==> src/rtl/adder_tree_pkg.sv <==
// Shared definitions for the adder-tree accumulator.
//   clog2     - ceiling log2, used to derive the tree depth from the lane count
//   lane_lsb  - bit offset of lane idx inside a packed bus of equal-width lanes
//   acc_state_t - accumulator group state
package adder_tree_pkg;

    typedef enum logic {
        ACC_IDLE = 1'b0,
        ACC_OPEN = 1'b1
    } acc_state_t;

    function automatic int unsigned clog2(input int unsigned value);
        int unsigned r;
        r = 0;
        for (int unsigned v = 1; v < value; v = v << 1) begin
            r = r + 1;
        end
        return r;
    endfunction

    function automatic int unsigned lane_lsb(input int unsigned idx, input int unsigned width);
        return idx * width;
    endfunction

endpackage

==> src/rtl/adder_tree_level.sv <==
// One registered reduction level of the adder tree.
// Adds adjacent lane pairs of a packed WIDTH-bit bus into (WIDTH+1)-bit sums,
// so the level is exact. Valid/last travel alongside in matching flops.
//   clk, reset          - clock, asynchronous active-low reset
//   in_valid, in_last   - beat qualifier and group delimiter from the level before
//   in_data             - 2*PAIRS lanes of WIDTH bits
//   out_valid, out_last - registered qualifiers
//   out_data            - PAIRS lanes of WIDTH+1 bits
module adder_tree_level
    import adder_tree_pkg::*;
#(
    parameter int unsigned PAIRS  = 2,
    parameter int unsigned WIDTH  = 4,
    parameter bit          SIGNED = 1'b0
) (
    input  logic                         clk,
    input  logic                         reset,
    input  logic                         in_valid,
    input  logic                         in_last,
    input  logic [2*PAIRS*WIDTH-1:0]     in_data,
    output logic                         out_valid,
    output logic                         out_last,
    output logic [PAIRS*(WIDTH+1)-1:0]   out_data
);

    logic [PAIRS*(WIDTH+1)-1:0] sum_d;

    function automatic logic [WIDTH:0] ext(input logic [WIDTH-1:0] v);
        return SIGNED ? {v[WIDTH-1], v} : {1'b0, v};
    endfunction

    always_comb begin
        sum_d = '0;
        for (int unsigned p = 0; p < PAIRS; p++) begin
            sum_d[p*(WIDTH+1) +: WIDTH+1] =
                ext(in_data[lane_lsb(2*p, WIDTH) +: WIDTH]) +
                ext(in_data[lane_lsb(2*p+1, WIDTH) +: WIDTH]);
        end
    end

    // last is only meaningful on a valid beat; masking keeps bubbles clean
    always_ff @(posedge clk or negedge reset) begin
        if (!reset) begin
            out_valid <= 1'b0;
            out_last  <= 1'b0;
        end else begin
            out_valid <= in_valid;
            out_last  <= in_valid & in_last;
        end
    end

    // Data is don't-care on bubbles, so it needs neither enable nor reset.
    always_ff @(posedge clk) begin
        out_data <= sum_d;
    end

endmodule

==> src/rtl/adder_tree_accum.sv <==
// Pipelined adder tree with group accumulator.
// Reduces NUM_INPUTS lanes of IN_WIDTH bits to one exact sum per beat through
// LEVELS registered levels, then accumulates beat sums over a group that ends
// on in_last, wrapping modulo 2^OUT_WIDTH with a sticky overflow flag.
//   clk          - clock, rising edge
//   reset        - asynchronous active-low reset
//   in_valid     - beat qualifier
//   in_last      - final beat of a group (ignored without in_valid)
//   in_data      - packed lanes, lane i at [i*IN_WIDTH +: IN_WIDTH]
//   out_valid    - one-cycle pulse per completed group
//   out_sum      - group sum, held until the next group completes
//   out_overflow - group result exceeded the OUT_WIDTH range
module adder_tree_accum
    import adder_tree_pkg::*;
#(
    parameter int unsigned NUM_INPUTS = 4,
    parameter int unsigned IN_WIDTH   = 4,
    parameter int unsigned OUT_WIDTH  = 8,
    parameter bit          SIGNED     = 1'b0
) (
    input  logic                           clk,
    input  logic                           reset,
    input  logic                           in_valid,
    input  logic                           in_last,
    input  logic [NUM_INPUTS*IN_WIDTH-1:0] in_data,
    output logic                           out_valid,
    output logic [OUT_WIDTH-1:0]           out_sum,
    output logic                           out_overflow
);

    localparam int unsigned LEVELS = clog2(NUM_INPUTS);
    localparam int unsigned TREE_W = IN_WIDTH + LEVELS;

    // Boundary register on the inputs; together with the LEVELS tree levels
    // and the accumulator flop this gives the LEVELS+1 edge latency.
    logic                           in_v_q;
    logic                           in_l_q;
    logic [NUM_INPUTS*IN_WIDTH-1:0] in_d_q;

    always_ff @(posedge clk or negedge reset) begin
        if (!reset) begin
            in_v_q <= 1'b0;
            in_l_q <= 1'b0;
        end else begin
            in_v_q <= in_valid;
            in_l_q <= in_valid & in_last;
        end
    end

    always_ff @(posedge clk) begin
        in_d_q <= in_data;
    end

    // Each level lives in its own generate scope so its buses carry their
    // exact width; level k reads level k-1 through the scope name.
    for (genvar k = 0; k < LEVELS; k++) begin : g_lvl
        localparam int unsigned PAIRS = NUM_INPUTS >> (k + 1);
        localparam int unsigned W     = IN_WIDTH + k;

        logic                     v_in;
        logic                     l_in;
        logic [2*PAIRS*W-1:0]     d_in;
        logic                     v_out;
        logic                     l_out;
        logic [PAIRS*(W+1)-1:0]   d_out;

        if (k == 0) begin : g_src
            assign v_in = in_v_q;
            assign l_in = in_l_q;
            assign d_in = in_d_q;
        end else begin : g_src
            assign v_in = g_lvl[k-1].v_out;
            assign l_in = g_lvl[k-1].l_out;
            assign d_in = g_lvl[k-1].d_out;
        end

        adder_tree_level #(
            .PAIRS  (PAIRS),
            .WIDTH  (W),
            .SIGNED (SIGNED)
        ) u_level (
            .clk       (clk),
            .reset     (reset),
            .in_valid  (v_in),
            .in_last   (l_in),
            .in_data   (d_in),
            .out_valid (v_out),
            .out_last  (l_out),
            .out_data  (d_out)
        );
    end

    logic              tree_valid;
    logic              tree_last;
    logic [TREE_W-1:0] tree_sum;

    assign tree_valid = g_lvl[LEVELS-1].v_out;
    assign tree_last  = g_lvl[LEVELS-1].l_out;
    assign tree_sum   = g_lvl[LEVELS-1].d_out;

    // Accumulator
    acc_state_t           state, state_n;
    logic [OUT_WIDTH-1:0] acc, acc_n;
    logic                 grp_ovf, grp_ovf_n;
    logic                 out_valid_n;
    logic [OUT_WIDTH-1:0] out_sum_n;
    logic                 out_ovf_n;

    logic [OUT_WIDTH-1:0] tree_ext;
    logic [OUT_WIDTH:0]   add_full;
    logic                 add_ovf;

    always_comb begin
        if (SIGNED) begin
            tree_ext = OUT_WIDTH'($signed(tree_sum));
        end else begin
            tree_ext = OUT_WIDTH'(tree_sum);
        end
    end

    always_comb begin
        add_full = {1'b0, acc} + {1'b0, tree_ext};
        if (SIGNED) begin
            add_ovf = (acc[OUT_WIDTH-1] == tree_ext[OUT_WIDTH-1]) &&
                      (add_full[OUT_WIDTH-1] != acc[OUT_WIDTH-1]);
        end else begin
            add_ovf = add_full[OUT_WIDTH];
        end
    end

    always_comb begin
        state_n     = state;
        acc_n       = acc;
        grp_ovf_n   = grp_ovf;
        out_valid_n = 1'b0;
        out_sum_n   = out_sum;
        out_ovf_n   = out_overflow;
        if (tree_valid) begin
            unique case (state)
                ACC_IDLE: begin
                    if (tree_last) begin
                        out_valid_n = 1'b1;
                        out_sum_n   = tree_ext;
                        out_ovf_n   = 1'b0;
                    end else begin
                        acc_n     = tree_ext;
                        grp_ovf_n = 1'b0;
                        state_n   = ACC_OPEN;
                    end
                end
                ACC_OPEN: begin
                    if (tree_last) begin
                        out_valid_n = 1'b1;
                        out_sum_n   = add_full[OUT_WIDTH-1:0];
                        out_ovf_n   = grp_ovf | add_ovf;
                        grp_ovf_n   = 1'b0;
                        state_n     = ACC_IDLE;
                    end else begin
                        acc_n     = add_full[OUT_WIDTH-1:0];
                        grp_ovf_n = grp_ovf | add_ovf;
                    end
                end
                default: state_n = ACC_IDLE;
            endcase
        end
    end

    always_ff @(posedge clk or negedge reset) begin
        if (!reset) begin
            state        <= ACC_IDLE;
            acc          <= '0;
            grp_ovf      <= 1'b0;
            out_valid    <= 1'b0;
            out_sum      <= '0;
            out_overflow <= 1'b0;
        end else begin
            state        <= state_n;
            acc          <= acc_n;
            grp_ovf      <= grp_ovf_n;
            out_valid    <= out_valid_n;
            out_sum      <= out_sum_n;
            out_overflow <= out_ovf_n;
        end
    end

endmodule

==> config.mk <==
export PLATFORM = sky130hd
export DESIGN_NAME = adder_tree_accum
export DESIGN_NICKNAME = d
export VERILOG_FILES = /design/src/rtl/adder_tree_pkg.sv /design/src/rtl/adder_tree_level.sv /design/src/rtl/adder_tree_accum.sv
export SDC_FILE = /design/constraint.sdc
export NUM_CORES = 1
export LEC_CHECK = 0
export CAP_MARGIN = 20
export CORE_ASPECT_RATIO = 1.5
export CORE_MARGIN = 8
export CORE_UTILIZATION = 30
export CTS_BUF_LIST = sky130_fd_sc_hd__clkbuf_4
export DETAILED_ROUTE_END_ITERATION = 6
export PLACE_DENSITY = 0.48
export SETUP_SLACK_MARGIN = 0.1
export SLEW_MARGIN = 5
export SYNTH_ARGS = -nofsm -noshare
export SYNTH_HDL_FRONTEND = slang
export SYNTH_SLANG_ARGS = --single-unit
export TNS_END_PERCENT = 100
==> constraint.sdc <==
create_clock -name clk -period 2.9 [get_ports clk]
set_clock_uncertainty 0.05 [all_clocks]
set_input_delay 0.435 -clock clk [delete_from_list [all_inputs] [get_ports clk]]
set_output_delay 0.435 -clock clk [all_outputs]
set_load 0.01 [all_outputs]
==> summary.md, run 1 <==
| Metric | Value |
|---|---|
| Reg2Reg Setup Slack | `0.91 ns` |
| Post-synth top area share | `27.8%` |
| Routed vias/inst | `4.36` |
| Worst path slowest cell | `fa_1` |
| Worst hold slack | `0.322 ns` |
| # rows | `39` |
| Final hold viol count | `0` |
| Lkg Pwr | `0.00131 uW` |
| Clock buffer depth | `2` |
| Min Clock Period, post-route | `1.99 ns` |
| Hold Path Origin | `g_lvl[0].u_level.out_valid` |
| Max Cap Viol | `0` |
| Area leader, netlist | `dfrtp_1` |
| Sequential fraction of the synthesis area | `55.2%` |
| Largest net degree at the start of global routing | `27` |
| Sum Neg Setup Slack | `0 ns` |
| Filler cell count | `803` |
| Number of synthesized flops with an enable pin | `0` |
| FFs w/ async S/R, synth | `44.8%` |
| FF-to-FF End | `out_sum[6]` |
| Initial Util | `30.7%` |
| Slew Limit Fails | `0` |
| CP endpoint kind | `register` |
| Post-Syn Area | `0.00234 mm^2` |
| Crit path DAT | `2.23 ns` |
| Reg2Reg Depth | `8` |
| Worst endpoint required time | `3.13 ns` |
| H-tree depth | `3` |
| Root Driver | `clkbuf_4` |
| Synth cell types | `34` |
| Crit path buffers/inverters | `1` |
| CTS tree | `done` |
| Num CTS Buffers | `9` |
| Fmax | `501 MHz` |
| Worst-margin pin slew | `0.657 ns` |
| Initial DRC count | `37` |
| # DRC | `0` |
| Number of global-route vias before repair | `1599` |
| Hold WC Path Type | `reg -> reg` |
| Synthesized flop and latch total | `58` |
| Overflow after GRT | `0` |
| Initial antenna violation count | `0` |
| Share of cells above drive strength 1 | `8.10%` |
| RePlAce Congestion | `0.758` |
| Final period utilization | `68.8%` |
| Worst-path clk slew | `0.11 ns` |
| PD cells | `904 mW/mm^2` |
| Post-Syn Nets | `248` |
| CP cell instances | `ha_1 > inv_1 > fa_1 > nor2b_1 > o31a_1 > o21ai_2 > nor3b_1 > o41ai_1` |
| Die Width | `88.1 um` |
| Post-synth top cells | `dfxtp_1, dfrtp_1, o21ai_0` |
| Nets | `285` |
| Clk Latency, worst-skew pair | `0.39 ns` |
| Crit path launch type | `register` |
| All-Layer GR Usage | `8.56%` |
| Mapped Cells | `205` |
| Slew headroom | `56.2%` |
| Maximum VDD drop | `0.270 mV` |
| Final ANT Viol Nets | `0` |
| DR pass1 iterations | `4` |
| Setup Fix Bufs, Post-CTS | `0` |
| Post_cts resized | `0` |
| Status | `completed` |
| Syn avg cell area | `11.4 um^2` |
| Clk sink count | `58` |
| Max incr delay on CP | `0.41 ns` |
| Routed via count | `1523` |
| Top delay family on crit path | `adder cells` |
| Port Buffers | `29` |
| Synth top area cells | `dfrtp_1, dfxtp_1, ha_1` |
| Die extent in y | `124 um` |
| RSZ-0062 raised after global routing | `false` |
| CORE AREA | `0.00761 mm^2` |
| ANT cells | `0` |
| Cell with the most instances after synthesis | `dfxtp_1` |
| YS warnings | `0` |
| First-pass GRT wire length | `6960 um` |
| Final setup viols | `0` |
| Hold-fix buffers at CTS | `0` |
| Hold Path Stages | `0` |
| Final wirelength | `3980 um` |
| Hold Crit Endpoint | `g_lvl[1].u_level.out_valid` |
| Io pins | `30` |
| Layout area overhead | `22.2%` |
| Top fanout value on the critical path | `4` |
| Die area | `0.0109 mm^2` |
| Per-cell routed wire length | `11.4 um` |
| Post-DP HPWL | `2950 um` |
| RR Startpoint | `acc[0]` |
| Primary FF master, synth | `dfxtp_1` |
| Type of the worst setup path | `reg -> reg` |
kinds of logic after synthesis:
group | count (synthesis) | share of synthesized area [%]
buf+inv | 19 | 3.10
xor+xnor | 11 | 4.12
mux | 5 | 2.14
compound gates | 47 | 12.7
simple gates | 42 | 9.10
flops | 58 | 55.2
fa+ha+maj | 23 | 13.6
power breakdown:
group	internal (uW)	total [uW]	switching, uW
registers	998	1120	122
clock network	199	474	275
logic	504	988	483
layout make-up:
class	instances	area, um^2	share of cell area [%]
Timing Repair Buffer	30	298	10.4
Clock inverter	4	20.0	0.701
Clock buffer	12	90.1	3.15
Tap cell	102	128	4.47
Multi-Input combinational cell	128	973	34.1
Inverter	15	56.3	1.97
Sequential cell	58	1290	45.2
cells in the final DEF (no fill, tap or decap), drive strengths merged, types with 2 or more instances in the layout:
cell type / Yosys / final
clkbuf: 2 / 12
clkdlybuf4s50: 0 / 29
o21ai: 24 / 24
dfrtp: 26 / 26
ha: 19 / 19
and2: 4 / 4
nand3: 2 / 2
a21oi: 8 / 8
fa: 4 / 4
inv: 15 / 15
clkinv: 0 / 3
nand4: 2 / 2
nor2b: 5 / 5
xor2: 3 / 3
nor2: 3 / 3
nand2: 19 / 19
o211ai: 3 / 3
nand2b: 3 / 3
mux2i: 5 / 5
dfxtp: 32 / 32
xnor2: 8 / 8
a21o: 5 / 5
worst reg2reg max path, delay by kind of cell, from the launching register on:
family,cells,cell delay [ns]
AOI/OAI and AO/OA,3,0.55
and+or+nand+nor,2,0.29
buffers and inverters,1,0.06
adders and majority gates,2,0.59
DFF,1,0.36
worst max-delay path by stage:
stage                     cells after the start    endpoint                          from  slack, ns
after floorplan                               8  out_sum[6]                        acc[0]       1.05
after global placement                        8  out_sum[6]                        acc[0]       0.92
after detailed placement                      8  out_sum[6]                        acc[0]       0.89
after CTS                                     8  out_sum[6]                        acc[0]       0.89
after global routing                          8  out_sum[6]  g_lvl[1].u_level.out_data[0]       0.70
final                                         8  out_sum[6]                        acc[0]       0.91
per-layer routing:
metal  vias up  share of wire (%)  track usage [%]  wire length [um]
met2        31                 52             14.4              2080
met4         0                2.4             5.10                96
met1       714                 40             8.76              1600
met5         -                  0                0                 0
met3         9                5.1             3.37               204
li1        769                  -                -                 -
state kept, by name, summed over array words and instances, names as in the netlist:
signal / count
g_lvl.u_level.out_last: 2
g_lvl.v_in: 1
out_sum: 8
g_lvl.u_level.out_data: 16
out_valid: 1
g_lvl.u_level.out_valid: 2
grp_ovf: 1
state: 1
acc: 8
g_lvl.d_in: 16
out_overflow: 1
g_lvl.l_in: 1
through the flow:
stage,instance area [um^2],setup WS [ns],total power [uW],cells,utilization (%)
floorplan,2340,1.05,1830,205,-
global placement,2750,0.924,2150,333,36.1
detailed placement,2750,0.895,2150,333,36.1
CTS,2860,0.886,2640,349,37.5
global route,2860,0.703,2840,349,37.5
finish,2860,0.906,2580,349,37.5
(Power assumes the default switching activity.)
==> run 2, diff against run 1 <==
clock period = 2 ns   (was 2.9 ns; I/O delays follow)
==> summary.md, run 2 (same netlist as run 1, synthesis figures left out) <==
| Metric | Value |
|---|---|
| Status | `completed` |
| Largest net degree at the start of global routing | `27` |
| Per-cell routed wire length | `12.0 um` |
| Sequential Area | `0.00129 mm^2` |
| Fmax | `522 MHz` |
| Maximum VDD drop | `0.488 mV` |
| Clk Latency, worst-skew pair | `0.39 ns` |
| Nets | `292` |
| All-Layer GR Usage | `8.90%` |
| Hold WC Path Type | `in -> async` |
| H-tree depth | `3` |
| Lkg Pwr | `0.00137 uW` |
| Layout area overhead | `28.9%` |
| Reg2Reg Depth | `8` |
| # DRC | `0` |
| Post-DP HPWL | `3120 um` |
| Reg2Reg Setup Slack | `0.08 ns` |
| Commonest non-fill, non-tap cell in the layout | `dfxtp_1` |
| Root Driver | `clkbuf_4` |
| Final hold viol count | `0` |
| Hold-fix buffers at CTS | `0` |
| Type of the worst setup path | `reg -> reg` |
| Final period utilization | `95.9%` |
| ANT cells | `0` |
| Crit path launch type | `register` |
| Worst-margin pin slew | `0.601 ns` |
| Die extent in y | `124 um` |
| Fin util | `39.6%` |
| RePlAce Congestion | `0.765` |
| Final ANT Viol Nets | `0` |
| Min Clock Period, post-route | `1.92 ns` |
| RR Startpoint | `acc[0]` |
| Initial DRC count | `29` |
| Final wirelength | `4260 um` |
| Final setup viols | `0` |
| Area of the multi-input gates | `0.00105 mm^2` |
| FF-to-FF End | `out_sum[6]` |
| Worst endpoint required time | `2.25 ns` |
| Port Buffers | `29` |
| Worst-path clk slew | `0.10 ns` |
| Post-route cell area | `0.00301 mm^2` |
| # rows | `39` |
| DR pass1 iterations | `3` |
| Top fanout value on the critical path | `4` |
| CORE AREA | `0.00761 mm^2` |
| Filler cell count | `791` |
| Initial Util | `30.7%` |
| Number of global-route vias before repair | `1669` |
| Die area | `0.0109 mm^2` |
| Clock buffer depth | `2` |
| Routed vias/inst | `4.43` |
| DP Area | `0.00278 mm^2` |
| Num CTS Buffers | `9` |
| Io pins | `30` |
| Max Cap Viol | `0` |
| CP endpoint kind | `register` |
| Initial antenna violation count | `0` |
| Slew headroom | `60.0%` |
| Crit path DAT | `2.17 ns` |
| RSZ-0062 raised after global routing | `true` |
| Routed via count | `1577` |
| Most frequent cells in the layout | `dfxtp_1, clkdlybuf4s50_1, dfrtp_1, o21ai_0, nand2_1` |
| PD cells | `1400 mW/mm^2` |
| First-pass GRT wire length | `7160 um` |
| Die Width | `88.1 um` |
| Slew Limit Fails | `0` |
| Clk sink count | `58` |
| Overflow after GRT | `0` |
| Share of cells above drive strength 1 | `15.4%` |
| CTS tree | `done` |
run 2: worst max path at each step:
stage | start | to | slack, ns | depth (start not counted)
after global routing | acc[0] | out_sum[6] | -0.02 | 8
after global placement | acc[0] | out_sum[6] | 0.05 | 8
after detailed placement | acc[0] | out_sum[6] | 0.004 | 8
after CTS | acc[0] | out_sum[6] | -0.003 | 8
after floorplan | acc[0] | out_sum[6] | 0.15 | 8
final | acc[0] | out_sum[6] | 0.08 | 8
run 2: worst max-delay path, cell delays in order (launching register included):
cell and delay [ns]:
dfrtp_1 0.36, ha_2 0.19, inv_2 0.04, fa_2 0.36, nor2b_2 0.13, o31a_1 0.16, o21ai_2 0.09, nor3b_4 0.16
o41ai_2 0.26
run 2: where the power goes:
| group | switching, uW | total, uW | leakage, uW | internal [uW] |
|---|---|---|---|---|
| Sequential | 211 | 1660 | 0.000590 | 1450 |
| Combinational | 790 | 1720 | 0.000700 | 929 |
| Clock | 411 | 827 | 0.0000787 | 416 |
| Total | 1410 | 4200 | 0.00137 | 2790 |
run 2: timing repair:
action,in CTS,in global routing
pin swaps,2,6
resized for setup,3,14
setup endpoints to repair,7,9
buffers inserted,1,1
run 2: cell type report:
class	count	area share, %
tap	102	4.24
inverter	15	1.87
clock buffer	12	2.99
multi-input combinational	128	35.0
sequential	58	42.9
clock inverter	4	1.45
timing repair buffer	37	11.6
run 2: through the flow:
stage / hold WS [ns] / setup slack, ns / instances / total power, uW / setup TNS, ns
6_report: 0.229 / 0.0830 / 356 / 4200 / 0
5_1_grt: 0.236 / -0.0224 / 356 / 4570 / -0.0224
4_1_cts: 0.209 / -0.00282 / 355 / 4050 / -0.00282
3_5_place_dp: 0.304 / 0.00441 / 338 / 3170 / 0
3_3_place_gp: 0.299 / 0.0476 / 338 / 3140 / 0
2_1_floorplan: -0.0456 / 0.147 / 205 / 2650 / 0
run 2: routing by layer:
metal	track usage (%)	share of wire, %
met4	6.70	2.2
met1	8.27	40
met5	0	0
met3	2.91	4.4
met2	15.8	54
==> run 3, diff against run 2 <==
CELL_PAD_IN_SITES_DETAIL_PLACEMENT = 1   (was not set)
CELL_PAD_IN_SITES_GLOBAL_PLACEMENT = 1   (was not set)
PLACE_DENSITY = 0.57   (was 0.48)
==> summary.md, run 3 (same netlist as run 1, synthesis figures left out) <==
| Metric | Value |
|---|---|
| Port Buffers | `29` |
| # rows | `39` |
| DP Area | `0.00278 mm^2` |
| RePlAce Congestion | `0.746` |
| Post-Layout Cell Count | `357` |
| Post-DP HPWL | `3400 um` |
| Io pins | `30` |
| Top delay family on crit path | `adder cells` |
| CTS tree | `done` |
| PD cells | `1380 mW/mm^2` |
| Maximum VDD drop | `0.477 mV` |
| Die Width | `88.1 um` |
| FF-to-FF End | `out_sum[6]` |
| Final wirelength | `4600 um` |
| CORE AREA | `0.00761 mm^2` |
| Status | `completed` |
| Share of cells above drive strength 1 | `14.5%` |
| Slew Limit Fails | `0` |
| Fmax | `526 MHz` |
| Worst-path clk slew | `0.10 ns` |
| Die extent in y | `124 um` |
| Num CTS Buffers | `9` |
| All-Layer GR Usage | `9.57%` |
| Hold-fix buffers at CTS | `0` |
| Routed via count | `1619` |
| Largest net degree at the start of global routing | `27` |
| Final hold viol count | `0` |
| # DRC | `0` |
| Crit path DAT | `2.15 ns` |
| CP cell instances | `ha_2 > inv_2 > fa_2 > nor2b_2 > o31a_1 > o21ai_2 > nor3b_1 > o41ai_1` |
| CP endpoint kind | `register` |
| Initial antenna violation count | `0` |
| Layout area overhead | `27.9%` |
| Root Driver | `clkbuf_4` |
| Crit path buffers/inverters | `1` |
| Die area | `0.0109 mm^2` |
| RR Startpoint | `acc[0]` |
| Initial DRC count | `32` |
| Slew headroom | `58.3%` |
| Lkg Pwr | `0.00135 uW` |
| First-pass GRT wire length | `7720 um` |
| Clk sink count | `58` |
| Worst-margin pin slew | `0.625 ns` |
| Overflow after GRT | `0` |
| Initial Util | `30.7%` |
| Post-route cell area | `0.00299 mm^2` |
| Per-cell routed wire length | `12.9 um` |
| Final setup viols | `0` |
| Final ANT Viol Nets | `0` |
| Reg2Reg Depth | `8` |
| Worst path slowest cell | `dfrtp_1` |
| Routed vias/inst | `4.54` |
| Max Cap Viol | `0` |
| DR pass1 iterations | `3` |
| Dpl cells | `338` |
| Reg2Reg Setup Slack | `0.1 ns` |
| Min Clock Period, post-route | `1.90 ns` |
| Most frequent cells in the layout | `dfxtp_1, clkdlybuf4s50_1, dfrtp_1, o21ai_0, nand2_1` |
| Nets | `293` |
| Hold WC Path Type | `in -> async` |
| Clock buffer depth | `2` |
| ANT cells | `0` |
| Commonest non-fill, non-tap cell in the layout | `dfxtp_1` |
| Number of global-route vias before repair | `1741` |
| H-tree depth | `3` |
| Type of the worst setup path | `reg -> reg` |
| Worst endpoint required time | `2.24 ns` |
| Max incr delay on CP | `0.37 ns` |
| Final period utilization | `95.1%` |
| Clk Latency, worst-skew pair | `0.39 ns` |
| Filler cell count | `861` |
| Top fanout value on the critical path | `4` |
| Crit path launch type | `register` |
| RSZ-0062 raised after global routing | `true` |
| Worst hold slack | `0.230 ns` |
## run 3: worst max-delay path by stage
stage | cells after the start | start | slack (ns) | to
floorplan | 8 | acc[0] | 0.15 | out_sum[6]
global placement | 8 | acc[0] | 0.04 | out_sum[6]
detailed placement | 8 | acc[0] | 0.004 | out_sum[6]
CTS | 8 | acc[0] | 0.002 | out_sum[6]
global route | 8 | acc[0] | -0.03 | out_sum[6]
finish | 8 | acc[0] | 0.1 | out_sum[6]
## run 3: where the power goes
part / internal [uW] / leakage (uW) / switching (uW)
Combinational: 968 / 0.000693 / 814
Sequential: 1450 / 0.000590 / 224
Clock: 270 / 0.0000655 / 410
Total: 2680 / 0.00135 / 1450
## run 3: worst register-to-register path: stages (launching register included)
cell and delay (ns):
dfrtp_1 0.37, ha_2 0.19, inv_2 0.04, fa_2 0.34
nor2b_2 0.13, o31a_1 0.16, o21ai_2 0.08, nor3b_1 0.15
o41ai_1 0.29
## run 3: per-layer routing
metal	up-vias	part of all wire, %	GRT usage [%]
met5	-	0	0
li1	787	-	-
met4	0	1.7	5.84
met1	798	40	9.15
met2	28	55	16.9
met3	6	3.8	3.70
## run 3: timing repair
item,in CTS,in global routing
pin swaps,2,7
setup buffers,1,2
setup endpoints to repair,7,9
resized for setup,4,9
## run 3: layout make-up
class | instances | area [um^2] | area share (%)
flip-flops and latches | 58 | 1290 | 43.2
multi-input cells | 128 | 1050 | 35.2
repair buffers | 38 | 358 | 12.0
well taps | 102 | 128 | 4.27
clock buffers | 11 | 82.6 | 2.76
inverters | 15 | 56.3 | 1.88
clock inverters | 5 | 22.5 | 0.753
## run 3: through the flow
step / util (%) / setup TNS, ns / total power, uW / setup slack [ns]
after floorplan: - / 0 / 2650 / 0.147
after global placement: 36.6 / 0 / 3160 / 0.0402
after detailed placement: 36.6 / 0 / 3190 / 0.00383
after CTS: 38.3 / 0 / 3960 / 0.00157
after global routing: 39.3 / -0.0316 / 4500 / -0.0316
final: 39.3 / 0 / 4130 / 0.0982
